===== src/rtl/syndrome_accumulator_if.sv =====
// Configuration package and the input stream interface (rotated vectors from
// the cyclic shift network into the syndrome accumulator).
package configs;
   parameter int LiftingFactor = 8;
endpackage

interface syndrome_accumulator_if #(
   parameter int LiftingFactor = configs::LiftingFactor
);
   logic in_valid;
   logic in_ready;
   logic in_last;
   logic in_data [LiftingFactor];

   modport master (output in_valid, output in_data, output in_last, input in_ready);
   modport slave  (input in_valid, input in_data, input in_last, output in_ready);
endinterface


===== src/rtl/syndrome_accumulator.sv =====
// XOR-accumulates rotated circulant vectors per block row, reports each row
// syndrome, and flags a codeword pass when every row syndrome is zero.
module syndrome_accumulator #(
   parameter int LiftingFactor = configs::LiftingFactor,
   parameter int NumRows       = 2,
   parameter int NumCols       = 4,
   localparam int RowW         = (NumRows > 1) ? $clog2(NumRows) : 1
) (
   input  logic                clk,
   input  logic                rst_n,
   input  logic                start,
   syndrome_accumulator_if.slave in_bus,
   output logic                row_syndrome [LiftingFactor],
   output logic                row_valid,
   output logic [RowW-1:0]     row_idx,
   output logic                done,
   output logic                pass,
   output logic                err
);

   localparam int ColW = (NumCols > 1) ? $clog2(NumCols) : 1;
   localparam logic [ColW-1:0] LastCol = ColW'(NumCols - 1);
   localparam logic [RowW-1:0] LastRow = RowW'(NumRows - 1);

   typedef enum logic [1:0] {
      IDLE    = 2'd0,
      ACCUM   = 2'd1,
      ROW_OUT = 2'd2,
      DONE    = 2'd3
   } state_t;

   state_t                   state_r, state_s;
   logic [LiftingFactor-1:0] acc_r, acc_s;
   logic [LiftingFactor-1:0] data_s;
   logic [LiftingFactor-1:0] row_syn_r, row_syn_s;
   logic [ColW-1:0]          col_r, col_s;
   logic [RowW-1:0]          row_r, row_s;
   logic                     fail_r, fail_s;
   logic                     err_r, err_s;
   logic                     ready_r, row_valid_r, done_r, pass_r;
   logic                     hs_s;

   function automatic logic any_set(input logic [LiftingFactor-1:0] v);
      return |v;
   endfunction

   for (genvar i = 0; i < LiftingFactor; i++) begin : g_bits
      assign data_s[i]       = in_bus.in_data[i];
      assign row_syndrome[i] = row_syn_r[i];
   end

   assign hs_s            = in_bus.in_valid & ready_r;
   assign in_bus.in_ready = ready_r;
   assign row_valid       = row_valid_r;
   assign row_idx         = row_r;
   assign done            = done_r;
   assign pass            = pass_r;
   assign err             = err_r;

   // Next-state and datapath update for the accumulate/report sequence.
   always_comb begin
      state_s   = state_r;
      acc_s     = acc_r;
      col_s     = col_r;
      row_s     = row_r;
      fail_s    = fail_r;
      err_s     = err_r;
      row_syn_s = row_syn_r;
      case (state_r)
         IDLE, DONE: begin
            if (start) begin
               state_s = ACCUM;
               acc_s   = {LiftingFactor{1'b0}};
               col_s   = {ColW{1'b0}};
               row_s   = {RowW{1'b0}};
               fail_s  = 1'b0;
               err_s   = 1'b0;
            end else begin
               state_s = state_r;
            end
         end
         ACCUM: begin
            if (hs_s) begin
               acc_s = acc_r ^ data_s;
               col_s = col_r + 1'b1;
               // in_last must coincide exactly with the final column of the row
               if (in_bus.in_last != (col_r == LastCol)) begin
                  err_s = 1'b1;
               end else begin
                  err_s = err_r;
               end
               if (in_bus.in_last) begin
                  state_s   = ROW_OUT;
                  row_syn_s = acc_r ^ data_s;
               end else begin
                  state_s = ACCUM;
               end
            end else begin
               state_s = ACCUM;
            end
         end
         ROW_OUT: begin
            if (any_set(acc_r)) begin
               fail_s = 1'b1;
            end else begin
               fail_s = fail_r;
            end
            if (row_r == LastRow) begin
               state_s = DONE;
            end else begin
               state_s = ACCUM;
               acc_s   = {LiftingFactor{1'b0}};
               col_s   = {ColW{1'b0}};
               row_s   = row_r + 1'b1;
            end
         end
         default: begin
            state_s = IDLE;
         end
      endcase
   end

   // State, datapath and registered outputs (outputs decoded from next state).
   always_ff @(posedge clk or negedge rst_n) begin
      if (!rst_n) begin
         state_r     <= IDLE;
         acc_r       <= {LiftingFactor{1'b0}};
         col_r       <= {ColW{1'b0}};
         row_r       <= {RowW{1'b0}};
         fail_r      <= 1'b0;
         err_r       <= 1'b0;
         row_syn_r   <= {LiftingFactor{1'b0}};
         ready_r     <= 1'b0;
         row_valid_r <= 1'b0;
         done_r      <= 1'b0;
         pass_r      <= 1'b0;
      end else begin
         state_r     <= state_s;
         acc_r       <= acc_s;
         col_r       <= col_s;
         row_r       <= row_s;
         fail_r      <= fail_s;
         err_r       <= err_s;
         row_syn_r   <= row_syn_s;
         ready_r     <= (state_s == ACCUM);
         row_valid_r <= (state_s == ROW_OUT);
         done_r      <= (state_s == DONE);
         pass_r      <= (state_s == DONE) & ~fail_s & ~err_s;
      end
   end

endmodule


===== src/flat_wrapper.sv =====
// flat-port wrapper written by rule: the top's interface ports become plain ports
module syndrome_accumulator_flat 
#(
   parameter int LiftingFactor = configs::LiftingFactor,
   parameter int NumRows       = 2,
   parameter int NumCols       = 4,
   localparam int RowW         = (NumRows > 1) ? $clog2(NumRows) : 1
)
  (clk, rst_n, start, row_syndrome, row_valid, row_idx, done, pass, err, in_bus_in_valid, in_bus_in_data, in_bus_in_last, in_bus_in_ready);
  syndrome_accumulator_if #(.LiftingFactor(LiftingFactor)) in_bus_i ();
  input  logic clk;
  input  logic rst_n;
  input  logic start;
  output logic row_syndrome[LiftingFactor];
  output logic row_valid;
  output logic [RowW-1:0] row_idx;
  output logic done;
  output logic pass;
  output logic err;
  input wire logic [$bits(in_bus_i.in_valid)-1:0] in_bus_in_valid;
  input wire logic [$bits(in_bus_i.in_data)-1:0] in_bus_in_data;
  input wire logic [$bits(in_bus_i.in_last)-1:0] in_bus_in_last;
  output wire logic [$bits(in_bus_i.in_ready)-1:0] in_bus_in_ready;
  assign in_bus_i.in_valid = in_bus_in_valid;
  assign in_bus_i.in_data = {>>{in_bus_in_data}};
  assign in_bus_i.in_last = in_bus_in_last;
  assign in_bus_in_ready = in_bus_i.in_ready;
  syndrome_accumulator #(.LiftingFactor(LiftingFactor), .NumRows(NumRows), .NumCols(NumCols)) u_core (.clk(clk), .rst_n(rst_n), .start(start), .in_bus(in_bus_i), .row_syndrome(row_syndrome), .row_valid(row_valid), .row_idx(row_idx), .done(done), .pass(pass), .err(err));
endmodule

===== config.mk =====
export PLATFORM = sky130hd
export DESIGN_NAME = syndrome_accumulator_flat
export DESIGN_NICKNAME = d
export VERILOG_FILES = /design/src/rtl/syndrome_accumulator_if.sv /design/src/rtl/syndrome_accumulator.sv /design/src/flat_wrapper.sv
export SDC_FILE = /design/constraint.sdc
export NUM_CORES = 1
export LEC_CHECK = 0
export CORE_ASPECT_RATIO = 1.4
export CORE_MARGIN = 1.5
export CORE_UTILIZATION = 50
export DETAILED_ROUTE_END_ITERATION = 10
export GPL_ROUTABILITY_DRIVEN = 0
export PLACE_DENSITY_LB_ADDON = 0.3
export SETUP_SLACK_MARGIN = 0.2
export SYNTH_ARGS = -nofsm -noshare
export SYNTH_HDL_FRONTEND = slang
export SYNTH_SLANG_ARGS = --single-unit
export TNS_END_PERCENT = 5

===== constraint.sdc =====
create_clock -name clk -period 2 [get_ports clk]
set_input_delay 0.4 -clock clk [delete_from_list [all_inputs] [get_ports clk]]
set_output_delay 0.4 -clock clk [all_outputs]
set_load 0.02 [all_outputs]

==> flow_summary.ini, run 1 <==
[status]
outcome = finished clean

[global_routing]
antenna_found_initial = 0
grt_overflow = 0
grt_usage_pct = 20.4
grt_pass1_vias = 1070
grt_max_degree = 28
grt_pass1_wl_mm = 4.52

[place]
hpwlAfterDp_mm = 2.04
place_inst = 186
port_buffers = 26

[pwr]
pwr-share-seq_pct = 38.2
powerDensity_nw_per_um2 = 1480
p_clk_share_pct = 9.6
ir_drop_mv = 1.10
leakagePower_nw = 0.704
p_sw_share_pct = 41.2
p_switching_mw = 1.02
power.total_mw = 2.47
p_int_mw = 1.45
p_comb_share_pct = 52.2

[floorplan]
ios = 27
core_um2 = 2440
num_rows = 21
die_area_um2 = 2960
chipWidth_um = 46.4
dieHeight_um = 63.7
initial_core_util_pct = 53.9

[cts]
worst_skew_pair.late_latency_ns = 0.33
cts.hold.buffers_added = 0
clk_path_buf_depth = 2
numCtsBuffers = 3
cts.sinks = 27
cts_tree = done
h-tree-depth = 1
clk_pin_slew_ns = 0.15
root_buffer = clkbuf_4

[setup_path]
crit_family = flip-flops
critPathMaxFanout = 14
crit_path_start_kind = flop
path_buf_inv = 2
cp.required_ns = 2.24
cpPeakStageDelay_ns = 0.38
critical_path_class = reg2reg
crit_chain = inv_1, ha_1, nor2b_2, buf_4, a211o_4, mux2_4
end_kind = flop
worstPathArrival_ns = 2.01
crit_slowest_cell = dfrtp_1

[final_layout]
drive_gt1_share_pct = 11.5
antenna_cells = 0
nets = 174
fin_util_pct = 68.2
fillers = 215
layout.cells.non_filler = 191
area_growth_syn_to_layout_pct = 26.4

[timing]
finalCriticalPeriod_ns = 1.77
final_max_slew_viol_count = 0
fin_crit_sh_pct = 88.6
setup_tns_ns = 0
setup_viol = 0
worstMarginPinSlew_ns = 0.434
relSlewSlack_pct = 70.8
hold_viol_final = 0
grt_setup_unrepaired = true
fin_hold_ws_ns = 0.420
clock_skew_ns = 0.0119
max_freq_ghz = 0.565

[routing]
ant_nets = 0
drt_iter0_drc = 39
vias = 1066
routedWlPerCell_um = 13.8
routed_via_density = 5.58
drcViolationCount = 0
dr.pass1.iters = 4
totalWireLength_mm = 2.64

[synthesis]
ys_ff_latch = 27
synthesis.nets = 143
synth_area_um2 = 1320
synth_cell_types = 31
avgSynthCellArea_um2 = 10.4
syn_inst = 127
seq_area_frac_synth_pct = 51.3
yosys_warnings = 0

[worst_hold_path]
hold_path_class = in2async

[run]
maxCapViolations = 0
stage by stage:
| stage | setup WS [ns] | area (µm²) |
|---|---|---|
| 2_1_floorplan | 0.333 | 1320 |
| 3_3_place_gp | 0.120 | 1610 |
| 3_5_place_dp | 0.0500 | 1610 |
| 4_1_cts | 0.164 | 1640 |
| 5_1_grt | 0.0869 | 1670 |
| 6_report | 0.229 | 1670 |
cells in the mapped netlist:
cell type	instances	share of area, %
dfrtp_1	27	51
nand2_1	19	5.4
o21ai_0	16	6.1
nor4_1	10	4.7
xnor2_1	9	6.0
o21ai_1	8	3.0
a21oi_1	5	1.9
inv_1	4	1.1
ha_1	3	2.8
o31ai_1	3	1.7
buf_6	2	1.7
nor2b_1	2	0.95
a211o_1	1	0.66
a211o_4	1	1.3
a211oi_1	1	0.57
a211oi_2	1	0.95
a22o_1	1	0.66
and2_1	1	0.48
and2_4	1	0.66
buf_2	1	0.38
buf_4	1	0.57
clkbuf_1	1	0.28
mux2_4	1	1.1
nand2b_1	1	0.48
nand3_1	1	0.38
nand3_2	1	0.76
nand4_2	1	0.95
nor2b_2	1	0.66
nor3_4	1	1.2
nor3b_1	1	0.57
or2_0	1	0.48
routing by layer:
layer,GRT usage (%),vias up,share of wire (%)
li1,-,509,-
met1,23.9,514,39
met2,35.1,38,54
met3,2.82,5,5.0
met4,9.29,0,1.7
met5,0,-,0
layout by cell type (no fill, tap or decap), types with 2 or more instances in the layout:
cell type and n:
o31ai_1 3, nand2_1 19, clkdlybuf4s50_1 24, o21ai_0 12, dfrtp_1 27, o21ai_1 12, nor2b_1 2, buf_4 4
inv_1 4, a21oi_1 5, clkbuf_4 3, nor4_1 10, xnor2_1 9, ha_1 2
path summary, 6_finish.rpt:
| check | from | end | slack, ns | cells after the start |
|---|---|---|---|---|
| max in group asynchronous | rst_n | u_core.row_syn_r[7] | 1.32 | 2 |
| min | rst_n | u_core.state_r[0] | 0.42 | 2 |
| max reg2reg | u_core.state_r[0] | u_core.col_r[0] | 0.23 | 6 |
| min in group clk | u_core.row_syn_r[0] | u_core.row_syn_r[0] | 0.49 | 2 |
| min reg2reg | u_core.row_syn_r[0] | u_core.row_syn_r[0] | 0.49 | 2 |
| max | u_core.state_r[0] | u_core.col_r[0] | 0.23 | 6 |
logic make-up (layout without fill, tap and decap cells):
family                   after synthesis  after routing  synth area share, %
AO/OA/AOI/OAI                         37             37                 16.9
flip-flops                            27             27                 51.3
XOR/XNOR                               9              9                 5.98
buffers and inverters                  9             39                 4.08
adder cells (fa/ha/maj)                3              3                 2.85
AND/OR/NAND/NOR                       41             41                 17.8
multiplexers                           1              1                 1.14
registers in the layout, indices dropped and copies added (netlist names):
signal / cells
u_core.fail_r: 1
u_core.row_valid: 1
u_core.row_idx: 1
u_core.col_r: 2
u_core.row_syn_r: 8
u_core.done: 1
u_core.err: 1
u_core.in_bus.in_ready: 1
u_core.acc_r: 8
u_core.state_r: 2
u_core.pass: 1
repair_timing:
item                                   4_1_cts  5_1_grt
setup endpoints to repair                   10       12
setup buffers                                0        1
gates cloned                                 0        0
gates resized for setup                      1        6
endpoints found under the hold margin        0        0
pin swaps                                    1        1
area by class of cell:
cell class,instances,area (µm²),share of cell area [%]
flip-flops and latches,27,676,40.6
multi-input cells,91,591,35.5
repair buffers,31,312,18.7
well taps,34,42.5,2.55
clock buffers,3,22.5,1.35
inverters,4,15.0,0.902
clock inverters,1,7.51,0.451
power groups by stage:
| stage | clock network, mW | logic (mW) | registers [mW] |
|---|---|---|---|
| 2_1_floorplan | 0 | 0.686 | 1.07 |
| 3_3_place_gp | 0 | 1.22 | 0.940 |
| 3_5_place_dp | 0 | 1.27 | 0.956 |
| 4_1_cts | 0.241 | 1.27 | 0.943 |
| 5_1_grt | 0.262 | 1.41 | 0.970 |
| 6_report | 0.237 | 1.29 | 0.941 |
(Power assumes the default switching activity.)
==> run 2: changes to the inputs <==
--- a/config.mk
+++ b/config.mk
@@ -6,7 +6,7 @@
 export NUM_CORES = 1
 export LEC_CHECK = 0
 export CORE_ASPECT_RATIO = 1.4
-export CORE_MARGIN = 1.5
+export CORE_MARGIN = 2
 export CORE_UTILIZATION = 50
 export DETAILED_ROUTE_END_ITERATION = 10
 export GPL_ROUTABILITY_DRIVEN = 0
==> run 2 against run 1 <==
Cell count is 2.1% higher. Global-route usage shrank 0.76 points. Via count grew 1.8%. Largest power group unchanged. Final area increased by 0.30%. Setup slack got worse by 0.019 ns. Critical path depth is 1 higher. First-iteration DRC count is 13% higher. Sequential cell count did not move. Core utilization down 2.9 points. Count of clock-buffer cells in the layout stayed put. Sequential power decreased by 0.5%. Combinational power about the same.
==> flow_summary.ini, run 2 (same netlist as run 1, synthesis figures left out) <==
[timing]
worstMarginPinSlew_ns = 0.383
hold_viol_final = 0
setup_viol = 0
grt_setup_unrepaired = true
finalCriticalPeriod_ns = 1.79
setup_slack_ns = 0.210
clock_skew_ns = 0.0133
setup_tns_ns = 0
fin_crit_sh_pct = 89.5
fin_hold_ws_ns = 0.415
final_max_slew_viol_count = 0
relSlewSlack_pct = 74.2
max_freq_ghz = 0.559

[routing]
routed_via_density = 5.56
totalWireLength_mm = 2.63
vias = 1085
ant_nets = 0
drcViolationCount = 0
routedWlPerCell_um = 13.5
drt_iter0_drc = 44
dr.pass1.iters = 4

[cts]
h-tree-depth = 1
worst_skew_pair.late_latency_ns = 0.34
clk_path_buf_depth = 2
root_buffer = clkbuf_4
cts_tree = done
clk_pin_slew_ns = 0.15
numCtsBuffers = 3
cts.sinks = 27
cts.hold.buffers_added = 0

[final_layout]
area_growth_syn_to_layout_pct = 26.8
top_regs = u_core.acc_r (8), u_core.row_syn_r (8)
antenna_cells = 0
mostFrequentLayoutCell = dfrtp_1
nets = 176
layout_common_cells = dfrtp_1 (27), clkdlybuf4s50_1 (24), nand2_1 (19)
fillers = 220
drive_gt1_share_pct = 12.6

[setup_path]
critPathMaxFanout = 10
cp.required_ns = 2.22
worstPathArrival_ns = 2.01
crit_path_start_kind = flop
end_kind = flop
critical_path_class = reg2reg

[place]
dp_slack_ns = 0.0169
port_buffers = 26
hpwlAfterDp_mm = 2.04

[pwr]
powerDensity_nw_per_um2 = 1480
p_clk_share_pct = 9.9
p_comb_share_pct = 52.2
pwr-share-seq_pct = 37.9
p_switching_mw = 1.01
p_int_mw = 1.46
ir_drop_mv = 0.817
p_sw_share_pct = 41.1
leakagePower_nw = 0.712

[floorplan]
core_um2 = 2560
ios = 27
num_rows = 22
die_area_um2 = 3070
initial_core_util_pct = 51.5
dieHeight_um = 64.7
chipWidth_um = 47.4

[global_routing]
antenna_found_initial = 0
grt_usage_pct = 19.7
grt_pass1_wl_mm = 4.46
grt_max_degree = 28
grt_pass1_vias = 1073
grt_overflow = 0

[worst_hold_path]
hold_path_class = in2async

[run]
maxCapViolations = 0

[status]
outcome = finished clean
## run 2: through the flow
| stage | total power, mW | cell area (µm²) | cells | util [%] |
|---|---|---|---|---|
| after floorplan | 1.75 | 1320 | 127 | - |
| after global placement | 2.17 | 1620 | 189 | 63.3 |
| after detailed placement | 2.23 | 1620 | 189 | 63.3 |
| after CTS | 2.46 | 1650 | 193 | 64.5 |
| after global routing | 2.66 | 1670 | 195 | 65.2 |
| final | 2.47 | 1670 | 195 | 65.2 |
## run 2: critical path, cell delays in order (launching register included)
cell and delay (ns):
dfrtp_1 0.39, inv_1 0.07, ha_1 0.30, nor2b_2 0.17, buf_4 0.16, a211o_4 0.32
o21ai_0 0.18, o21ai_1 0.09
## run 2: layout make-up
type	count	area, µm²	share of cell area [%]
flip-flops and latches	27	676	40.4
multi-input cells	91	591	35.4
repair buffers	33	314	18.8
well taps	36	45.0	2.70
clock buffers	3	22.5	1.35
inverters	4	15.0	0.899
clock inverters	1	7.51	0.449
## run 2: worst paths after layout
kind	slack, ns	start	to	depth (start not counted)
worst min register to register	0.50	u_core.row_syn_r[6]	u_core.row_syn_r[6]	2
worst max-delay path	0.21	u_core.state_r[0]	u_core.acc_r[0]	7
worst min-delay path	0.41	rst_n	u_core.row_syn_r[4]	2
worst max register to register	0.21	u_core.state_r[0]	u_core.acc_r[0]	7
min in group clk	0.50	u_core.row_syn_r[6]	u_core.row_syn_r[6]	2
max in group asynchronous	1.33	rst_n	u_core.acc_r[0]	2
## run 2: power by group through the flow
stage          registers [mW]  logic, mW  clock network (mW)
6_report                0.936       1.29               0.245
5_1_grt                 0.969       1.42               0.274
4_1_cts                 0.937       1.28               0.247
3_5_place_dp            0.949       1.28                   0
3_3_place_gp            0.940       1.23                   0
2_1_floorplan            1.07      0.686                   0
## run 2: routing by layer
metal / vias up / wire, µm / global-route usage, %
li1: 514 / - / -
met3: 6 / 130 / 2.79
met4: 0 / 61 / 7.99
met1: 529 / 1010 / 22.3
met2: 36 / 1420 / 34.6
met5: - / 0 / 0
## run 2: what timing repair did
| item | in CTS | in global routing |
|---|---|---|
| endpoints found under the setup margin | 6 | 11 |
| setup buffers | 0 | 2 |
| gates resized for setup | 1 | 7 |
| pin swaps | 1 | 1 |
